**config.mk**
```make
export PLATFORM = sky130hd
export DESIGN_NAME = dma_arbiter_flat
export DESIGN_NICKNAME = d
export VERILOG_FILES = /design/src/rtl/dma_arbiter_if.sv /design/src/rtl/dma_arbiter.sv /design/src/flat_wrapper.sv
export SDC_FILE = /design/constraint.sdc
export NUM_CORES = 1
export LEC_CHECK = 0
export ABC_AREA = 1
export CORE_ASPECT_RATIO = 0.9
export CORE_MARGIN = 10
export CORE_UTILIZATION = 42
export DETAILED_ROUTE_END_ITERATION = 8
export PLACE_DENSITY = 0.82
export REMOVE_ABC_BUFFERS = 1
export SLEW_MARGIN = 40
export SYNTH_ARGS = -nofsm -noshare
export SYNTH_HDL_FRONTEND = slang
export SYNTH_SLANG_ARGS = --single-unit
```
**constraint.sdc**
```tcl
create_clock -name clk -period 1.88 [get_ports clk]
set_clock_uncertainty 0.2 [all_clocks]
set_input_delay 0.376 -clock clk [delete_from_list [all_inputs] [get_ports clk]]
set_output_delay 0.376 -clock clk [all_outputs]
set_load 0.03 [all_outputs]
```
**src/rtl/dma_arbiter_if.sv**
```systemverilog
// dma_arbiter_if: requester-side and DMA-side signals of the DMA arbiter.
// The slave modport is the arbiter's view. The master modport is the view
// of whatever drives the requests and observes the DMA port.
interface dma_arbiter_if #(
    parameter int NREQ   = 3,
    parameter int ADDR_W = 16,
    parameter int DATA_W = 16
);
    logic [NREQ-1:0]        req;
    logic [NREQ-1:0]        req_rw;
    logic [NREQ*ADDR_W-1:0] req_addr;
    logic [NREQ*DATA_W-1:0] req_wdata;
    logic [NREQ-1:0]        grant;
    logic [NREQ-1:0]        done;
    logic                   dma_enable;
    logic                   dma_rw;
    logic [ADDR_W-1:0]      dma_address;
    logic [DATA_W-1:0]      dma_input_data;
    logic                   busy;

    modport slave (
        input  req, req_rw, req_addr, req_wdata,
        output grant, done, dma_enable, dma_rw, dma_address, dma_input_data, busy
    );

    modport master (
        output req, req_rw, req_addr, req_wdata,
        input  grant, done, dma_enable, dma_rw, dma_address, dma_input_data, busy
    );
endinterface

```
**src/rtl/dma_arbiter.sv**
```systemverilog
// dma_arbiter: one-transaction-at-a-time owner of the shared DMA port.
// Requester 0 = load block, 1 = CNN fetch, 2 = CNN write-back.
// Each won request is latched, issued as a one-cycle dma_enable pulse,
// timed over DMA_LAT cycles and acknowledged with a one-cycle done pulse.
// Optional feature macro ARB_ROUND_ROBIN_EN: when defined, arbitration is
// round-robin starting after the last winner; otherwise it is fixed
// priority with the lowest index winning.
module dma_arbiter #(
    parameter int NREQ    = 3,
    parameter int ADDR_W  = 16,
    parameter int DATA_W  = 16,
    parameter int DMA_LAT = 2
) (
    input  logic           clk,
    input  logic           reset,
    dma_arbiter_if.slave   bus
);
    localparam int IDX_W = (NREQ > 1) ? $clog2(NREQ) : 1;
    localparam int CNT_W = (DMA_LAT > 1) ? $clog2(DMA_LAT) : 1;

    typedef enum logic [1:0] {IDLE, ISSUE, WAIT, DONE} state_t;

    state_t            state;
    logic [IDX_W-1:0]  winIdx;
    logic              anyReq;
    logic [CNT_W-1:0]  waitCnt;
    logic [NREQ-1:0]   grantQ;
    logic [NREQ-1:0]   doneQ;
    logic              enableQ;
    logic              rwQ;
    logic [ADDR_W-1:0] addrQ;
    logic [DATA_W-1:0] dataQ;

    assign anyReq = |bus.req;

`ifdef ARB_ROUND_ROBIN_EN
    logic [IDX_W-1:0] rrPtr;

    // Winner search starts at rrPtr; descending offsets let the nearest one win.
    always_comb begin
        winIdx = '0;
        for (int k = NREQ - 1; k >= 0; k--) begin
            if (bus.req[(int'(rrPtr) + k) % NREQ]) begin
                winIdx = IDX_W'((int'(rrPtr) + k) % NREQ);
            end
        end
    end
`else
    // Fixed priority: lowest requesting index wins.
    always_comb begin
        winIdx = '0;
        for (int k = NREQ - 1; k >= 0; k--) begin
            if (bus.req[k]) begin
                winIdx = IDX_W'(k);
            end
        end
    end
`endif

    // Transaction FSM; every output is registered here and inputs are ignored
    // outside IDLE so an issued transaction always runs to its done pulse.
    always_ff @(posedge clk) begin
        if (reset) begin
            state   <= IDLE;
            grantQ  <= '0;
            doneQ   <= '0;
            enableQ <= 1'b0;
            rwQ     <= 1'b0;
            addrQ   <= '0;
            dataQ   <= '0;
            waitCnt <= '0;
`ifdef ARB_ROUND_ROBIN_EN
            rrPtr   <= '0;
`endif
        end else begin
            case (state)
                IDLE: begin
                    if (anyReq) begin
                        grantQ  <= NREQ'(1) << winIdx;
                        enableQ <= 1'b1;
                        rwQ     <= bus.req_rw[winIdx];
                        addrQ   <= bus.req_addr[winIdx * ADDR_W +: ADDR_W];
                        dataQ   <= bus.req_wdata[winIdx * DATA_W +: DATA_W];
`ifdef ARB_ROUND_ROBIN_EN
                        rrPtr   <= (int'(winIdx) == NREQ - 1) ? '0 : winIdx + 1'b1;
`endif
                        state   <= ISSUE;
                    end
                end
                ISSUE: begin
                    enableQ <= 1'b0;
                    waitCnt <= CNT_W'(DMA_LAT - 1);
                    state   <= WAIT;
                end
                WAIT: begin
                    if (waitCnt == '0) begin
                        doneQ <= grantQ;
                        state <= DONE;
                    end else begin
                        waitCnt <= waitCnt - 1'b1;
                    end
                end
                DONE: begin
                    doneQ  <= '0;
                    grantQ <= '0;
                    state  <= IDLE;
                end
                default: state <= IDLE;
            endcase
        end
    end

    assign bus.grant          = grantQ;
    assign bus.done           = doneQ;
    assign bus.dma_enable     = enableQ;
    assign bus.dma_rw         = rwQ;
    assign bus.dma_address    = addrQ;
    assign bus.dma_input_data = dataQ;
    assign bus.busy           = (state != IDLE);
endmodule

```
**src/flat_wrapper.sv**
```systemverilog
// flat-port wrapper written by rule: the top's interface ports become plain ports
module dma_arbiter_flat 
#(
    parameter int NREQ    = 3,
    parameter int ADDR_W  = 16,
    parameter int DATA_W  = 16,
    parameter int DMA_LAT = 2
)
  (clk, reset, bus_req, bus_req_rw, bus_req_addr, bus_req_wdata, bus_grant, bus_done, bus_dma_enable, bus_dma_rw, bus_dma_address, bus_dma_input_data, bus_busy);
  dma_arbiter_if #(.NREQ(NREQ), .ADDR_W(ADDR_W), .DATA_W(DATA_W)) bus_i ();
  input  logic clk;
  input  logic reset;
  input wire logic [$bits(bus_i.req)-1:0] bus_req;
  input wire logic [$bits(bus_i.req_rw)-1:0] bus_req_rw;
  input wire logic [$bits(bus_i.req_addr)-1:0] bus_req_addr;
  input wire logic [$bits(bus_i.req_wdata)-1:0] bus_req_wdata;
  output wire logic [$bits(bus_i.grant)-1:0] bus_grant;
  output wire logic [$bits(bus_i.done)-1:0] bus_done;
  output wire logic [$bits(bus_i.dma_enable)-1:0] bus_dma_enable;
  output wire logic [$bits(bus_i.dma_rw)-1:0] bus_dma_rw;
  output wire logic [$bits(bus_i.dma_address)-1:0] bus_dma_address;
  output wire logic [$bits(bus_i.dma_input_data)-1:0] bus_dma_input_data;
  output wire logic [$bits(bus_i.busy)-1:0] bus_busy;
  assign bus_i.req = bus_req;
  assign bus_i.req_rw = bus_req_rw;
  assign bus_i.req_addr = bus_req_addr;
  assign bus_i.req_wdata = bus_req_wdata;
  assign bus_grant = bus_i.grant;
  assign bus_done = bus_i.done;
  assign bus_dma_enable = bus_i.dma_enable;
  assign bus_dma_rw = bus_i.dma_rw;
  assign bus_dma_address = bus_i.dma_address;
  assign bus_dma_input_data = bus_i.dma_input_data;
  assign bus_busy = bus_i.busy;
  dma_arbiter #(.NREQ(NREQ), .ADDR_W(ADDR_W), .DATA_W(DATA_W), .DMA_LAT(DMA_LAT)) u_core (.clk(clk), .reset(reset), .bus(bus_i));
endmodule
```
After elaboration in Yosys (flattened, before gate mapping). Index checks and enable logic that the tools add are counted.

Mux-type cells: 16. Reduce and logical (&&, ||, !) cells: 12. Shift operators: 3. Equality and inequality tests: 5. Order comparisons: 1. $add $sub $neg: 1.

Operators by type and width (count): 48-bit by 7-bit variable part select with 16-bit output (2); 3-bit case mux with 2 select lines (2); 2-bit 2-to-1 mux (5); 2-bit AND reduction (5); 2-bit nonzero test (5); 2-bit case mux with 4 select lines (1); 3-bit 2-to-1 mux (2); 2-bit == test (second input constant) (2); 1-bit case mux with 2 select lines (2); 2-bit by 3-bit < comparator with 1-bit output (second input constant) (1); 1-bit 2-to-1 mux (3); 3-bit OR reduction (1); 1-bit by 2-bit << shifter with 3-bit output (first input constant) (1); 1-bit binary-select mux with 2-bit select (1); 2-bit by 1-bit == test with 1-bit output (second input constant) (1); 2-bit logical NOT (1); 2-bit by 1-bit inequality test with 1-bit output (second input constant) (1); 2-bit inequality test (second input constant) (1); 1-bit subtractor (second input constant) (1).

Bits of input ports: 104. Output and inout port bits: 41. Word-level logic and storage cells: 46. Bits in registers: 43.

Logic depth before layout (Yosys ltp). Gate-level depths: netlist of the first run.

Depth in word-level cells: 6. Gate-level depth with buffers: 8. Gate-level depth less buffers: 8.

Worst setup path before layout of the first run. OpenSTA, ideal clock, no wires.

Path type: register -> register. Start point: register u_core.state[0]. End point: register u_core.grantQ[0] (netlist: u_core.bus.grant[0]). Setup time: 113 ps. Stages on the path, launching flop included: 9. Clock period less this slack: 1570 ps. Slack: 310 ps. Buffers on the path: 0. Arrival time: 1257 ps. Data required time: 1567 ps. Path through: dfxtp_1 -> inv_1 -> ha_1 -> inv_1 -> nand2_1 -> nand2_1 -> nand2_1 -> nand2_1 -> nor2_1.

Longest elaborated chain between the ends: 3. Elaborated cells on any way between the ends: 6. Those cells by class: eq/ne: 2; mux: 1; reduce/logical: 3.

Ends and longest elaborated chain: start, declared (RTL line dma_arbiter.sv:23) `state_t state;`; start signal, assigned (RTL line dma_arbiter.sv:64) `state <= IDLE;`; start signal, assigned (RTL line dma_arbiter.sv:87) `state <= ISSUE;`; start signal, assigned (RTL line dma_arbiter.sv:93) `state <= WAIT;`; 2-bit == test or 2-bit logical NOT (tied branches) (RTL line dma_arbiter.sv:76) `case (state)`; 2-bit nonzero test (no source line) or 2-bit by 1-bit inequality test with 1-bit output (tied branches); 2-bit AND reduction (no source line); end signal, assigned (RTL line dma_arbiter.sv:79) `grantQ <= NREQ'(1) << winIdx;`; end, declared (RTL line dma_arbiter.sv:27) `logic [NREQ-1:0] grantQ;`.

Several ways; a longest one is shown, not always the timed one. A chain may end at the register's enable or synchronous reset.

Final worst setup path of the first run.
Start point: register u_core.state[1]. End point: output port bus_busy.

Longest elaborated chain between the ends: 1.

Ends and longest elaborated chain: 2-bit nonzero test (RTL line dma_arbiter.sv:119) `assign bus.busy = (state != IDLE);`; end, declared (RTL line flat_wrapper.sv:23) `output wire logic [$bits(bus_i.busy)-1:0] bus_busy;`.

No other way between the ends.

==> impl_metrics.toml, run 1 <==
[run_status]
outcome = "complete, no violations"

[placed_design]
gp_congestion = 0.787
port_buffers = 144
dp.cells = 757
hpwl_um = 7070

[logic_synthesis]
synth_top_area_cell = "dfxtp_1"
yosysSeqAreaShare = 0.281
yosysTopAreaCellShare = 0.281
synth.cell_area_um2 = 3060
syn_inst = 532
syn_area_per_cell_um2 = 5.76
synth_area_leaders = "dfxtp_1 28%, nand2_1 19%, inv_1 18%, nor2_1 9.2%, a21oi_2 8.6%"
synth_cell_type_count = 20
ys_ff_latch = 43
yosysWarnings = 0

[power_and_ir_drop]
max-vdd-ir-drop_uv = 458
p_leak_uw = 0.00264
power.density_nw_per_um2 = 1160

[route]
num_vias = 3266
drtIter0Drc = 61
drtPass1Iterations = 4
ant_nets = 0
drc_errors = 0
wl_per_cell_um = 11.6
via_per_inst = 4.27
wirelength_um = 8890

[setup_path]
arrival_ns = 1.19
critPathKind = "reg -> out"
cp_max_fo = 6
rr_endpoint = "u_core.bus.done[0]"
reg2reg_slack_ns = 0.20
worstRegToRegCells = 7
worstPathRequired_ns = 1.30
endpoint_kind = "output pin"
cp-start-kind = "flop"
rr_startpoint = "u_core.state[0]"

[cts]
numCtsBuffers = 5
htree_levels = 2
clock-sinks = 43
cts_tree = "built"
clockBufferDepth = 2
cts_hold_buf = 0
clk_pin_slew_worst_paths_ns = 0.08
cts_root_buffer = "clkbuf_8"
clkLatencyLatePin_ns = 0.29

[sta]
fmax_mhz = 565
rsz0062_at_grt = "no"
drv_slew = 0
hold_violations = 0
setup_violations = 0
tns_ns = 0
fin_crit_sh = 0.942
maxSlewHeadroom = 0.708
finalCriticalPeriod_ns = 1.77
worst_slew_pin_slew_ns = 0.434

[floorplan]
start_util = 0.433
die_area_um2 = 11100
fp.dieH_um = 101
die_w_um = 110
pin_count = 145
core-area_um2 = 7080
row_count = 29

[cells_and_area]
fin_nets = 781
mostFrequentLayoutCell = "nand2_1"
final_layout_size_suffix_gt1_frac = 0.0923
layout_common_cells = "152 x nand2_1, 141 x inv_1, 103 x clkdlybuf4s50_1"
nFillCells = 662
n_antenna_cell = 0
syn2layout_area_growth_pct = 54.1
stdcell_count = 765

[global_route]
grt_util_all_layers = 0.159
gr-total-overflow = 0
antenna_found_initial = 0
grt_pass1_vias = 3165
grt_max_degree = 39
grt_pass1_wl_um = 14600

[min_path]
hold_path_class = "reg -> reg"
hold_end = "u_core.bus.dma_enable"
holdPathStages = 2
worstHoldStart = "u_core.bus.dma_enable"

[job]
max_cap_viol_count = 0
[report_power, final]
part | leakage (µW) | total, µW | internal [µW] | switching, µW
clock network | 0.0000612 | 733 | 430 | 304
registers | 0.000358 | 1490 | 1290 | 195
logic | 0.00222 | 3230 | 1230 | 2000
[Yosys cell counts]
master,number
clkbuf_1,3
nand3_1,38
inv_2,1
nand2_1,152
nor2_1,75
a21oi_2,30
o21ai_0,5
buf_4,1
clkbuf_4,2
buf_1,1
o211ai_1,1
inv_1,143
ha_1,6
nand2_2,3
a21oi_1,9
buf_6,3
dfxtp_1,43
nor2_2,2
buf_2,11
buf_8,3
[final cells by class]
type / count / area [µm²] / area share
Sequential cell: 43 / 863 / 0.183
Inverter: 144 / 541 / 0.115
Multi-Input combinational cell: 321 / 1500 / 0.318
Tap cell: 93 / 116 / 0.0247
Clock buffer: 6 / 82.6 / 0.0175
Timing Repair Buffer: 156 / 1580 / 0.335
Clock inverter: 2 / 35.0 / 0.00743
[critical path, stage by stage (launching register included)]
cell and delay [ns]:
dfxtp_2 0.39, inv_2 0.08, ha_4 0.19, inv_1 0.08
buf_4 0.16
[layer usage]
metal  part of all wire  routed length (µm)  global-route usage
met1               0.42                3730               0.176
met2               0.48                4280               0.279
met3              0.094                 838              0.0665
met4             0.0043                  38              0.0280
met5                  0                   0                   0
[cells by family (layout without fill, tap and decap cells)]
kind of cell               after synthesis  in the layout  share of synthesized area
and+or+nand+nor                        270            270                      0.351
DFF                                     43             43                      0.281
AOI/OAI and AO/OA                       45             45                      0.111
adders and majority gates                6              6                     0.0245
buffers and inverters                  168            308                      0.233
[per-stage QoR]
stage | total power (µW) | hold slack, ns | setup slack (ns) | utilization | area (µm²)
2_1_floorplan | 3570 | 0.245 | 0.0257 | - | 2890
3_3_place_gp | 4890 | 0.266 | -0.0265 | 0.655 | 4640
3_5_place_dp | 4990 | 0.278 | -0.0552 | 0.655 | 4640
4_1_cts | 5520 | 0.288 | 0.0235 | 0.667 | 4720
5_1_grt | 5920 | 0.306 | 0.0516 | 0.667 | 4720
6_report | 5450 | 0.285 | 0.110 | 0.667 | 4720
[state kept, by name, indices dropped and copies added (netlist names)]
register	cells
u_core.state	2
u_core.bus.done	3
u_core.bus.dma_enable	1
u_core.bus.dma_rw	1
u_core.bus.grant	3
u_core.bus.dma_input_data	16
u_core.bus.dma_address	16
u_core.waitCnt	1
[worst max path at each step]
stage               slack, ns       startpoint                          to
global route             0.05  u_core.state[1]                    bus_busy
global placement        -0.03       bus_req[0]  u_core.bus.dma_address[11]
CTS                      0.02  u_core.state[0]                    bus_busy
finish                   0.11  u_core.state[1]                    bus_busy
detailed placement      -0.06       bus_req[0]           u_core.bus.dma_rw
floorplan                0.03  u_core.state[0]   u_core.bus.dma_address[0]
[what timing repair did]
item | in CTS | in global routing
setup endpoints to repair | 41 | 4
setup buffers | 0 | 0
cloned | 0 | 0
gates resized for setup | 43 | 3
No activity file was read; power rests on OpenSTA's default activity.
==> inputs of run 2 (changes only) <==
--- a/config.mk
+++ b/config.mk
@@ -9,6 +9,7 @@
 export CORE_ASPECT_RATIO = 0.9
 export CORE_MARGIN = 10
 export CORE_UTILIZATION = 42
+export CTS_CLUSTER_DIAMETER = 100
 export DETAILED_ROUTE_END_ITERATION = 8
 export PLACE_DENSITY = 0.82
 export REMOVE_ABC_BUFFERS = 1
==> results of run 2 <==
The final DEF is identical to that of run 1; final timing and power are the same.
==> patch, RTL diff (flow settings as in run 2) <==
Add a define of `ARB_ROUND_ROBIN_EN`.
--- a/src/rtl/dma_arbiter.sv
+++ b/src/rtl/dma_arbiter.sv
@@ -6,4 +6,6 @@
 // round-robin starting after the last winner; otherwise it is fixed
 // priority with the lowest index winning.
+`define ARB_ROUND_ROBIN_EN
+
 module dma_arbiter #(
     parameter int NREQ    = 3,
Behaviour: same outputs for any inputs over 4 cycles, from zero or initial values and one cycle with reset high; that may be too few to reach the edited logic, so the function may still have changed.
==> patch against run 2 <==
- the flow now finishes with violations (setup timing)
- hold slack lost 0.016 ns
- setup slack lost 0.39 ns
- final area grew 12%
- final cell count shrank 9.8%
- register-to-register slack lost 0.48 ns
- sequential cell count grew 2
- synthesized area shrank 9.3%
- wire length grew 51%
- via count grew 16%
- die area shrank 7.6%
- critical endpoint is now u_core.bus.dma_input_data[0]
Power is not compared: it rests on default switching activity, and its combinational part moved more than twofold at a synthesized area within 25%.
==> patch: results (changes against run 2) <==
status finished with violations; failing checks setup timing; router iterations before antenna repair 7 (+3); Worst slew margin 69.4% (-1.4 points); DP Wirelength 8180 um (+16%); Reg-to-Reg End u_core.bus.dma_input_data[0]; per-cell routed wire length 19.5 um (+68%); Top delay family on crit path simple AND/OR/NAND/NOR gates; vias in the first global route 3624 (+15%); GRT Util Overall 21.3% (+5.4 points); placed cell area 0.00447 sq mm (-3.5%); CP arrival 2.18 ns (+0.99 ns); Max FO, Critical Path 8 (+2); Post-CTS Setup Bufs 3 (+3); final setup vio count 39 (+39); hold slack 0.269 ns (-0.0155 ns); post-synthesis sequential area ratio 32.4% (+4.3 points); Cell variety after synth 23 (+15%); Iteration-0 DRC Markers 209 (+240%); non-filler cells, final 690 (-9.8%); fraction of layout cells with a size suffix above 1 27.2% (+18 points); CP peak stage delay 0.35 ns (-0.04 ns); placed insts 670 (-11%); setup tns final -8.48 ns (-8.48 ns); Hold Path End u_core.bus.done[2]; synth cell count leaders 79 x inv_1, 78 x a21oi_1, 74 x nand3_1; largest cells by area after synthesis dfxtp_1 32%, a21oi_1 14%, nand3_1 13%; Fillers 436 (-34%); vias per inst 5.48 (+28%); final worst slack -0.277 ns (-0.387 ns); largest net degree at the start of global routing 28 (-28%); Final #Nets 711 (-9.0%)
patch: power by group through the flow:
| stage | Sequential (uW) | Clock [uW] | Combinational [uW] |
|---|---|---|---|
| after CTS | 1650 | 680 | 7500 |
| final | 1680 | 701 | 9360 |
| after floorplan | 2430 | 0 | 2900 |
| after global placement | 1650 | 0 | 6270 |
| after global routing | 1730 | 721 | 9920 |
| after detailed placement | 1670 | 0 | 6430 |
patch: layout make-up:
class | count | share of cell area [%]
clock buffer | 7 | 1.83
clock inverter | 1 | 0.0949
inverter | 84 | 6.17
multi-input combinational | 280 | 37.3
sequential | 45 | 17.2
tap | 90 | 2.14
timing repair buffer | 183 | 35.3
patch: worst max-delay path by stage:
stage               startpoint                      endpoint
3_3_place_gp        bus_req[1]     u_core.bus.dma_address[3]
2_1_floorplan  u_core.state[0]     u_core.bus.dma_address[0]
5_1_grt        u_core.rrPtr[0]           u_core.bus.grant[0]
4_1_cts        u_core.rrPtr[0]     u_core.bus.dma_address[0]
3_5_place_dp        bus_req[2]  u_core.bus.dma_input_data[9]
6_report       u_core.rrPtr[0]  u_core.bus.dma_input_data[0]
patch: routing by layer:
metal	part of all wire [%]	track usage, %
met1	38	24.6
met2	49	37.2
met3	9.1	5.44
met4	3.7	7.08
met5	0	0
patch: logic make-up after synthesis:
group	count (synthesis)	share of synthesized area (%)
and+or+nand+nor	143	23.9
AOI/OAI and AO/OA	126	23.7
DFF	45	32.4
adders and majority gates	8	3.60
buffers and inverters	110	16.4
patch: metrics by stage:
stage,setup slack [ns],utilization (%)
6_report,-0.277,80.9
5_1_grt,-0.326,80.9
4_1_cts,-0.145,74.4
3_5_place_dp,-0.526,68.6
3_3_place_gp,-0.420,68.6
2_1_floorplan,-0.916,-
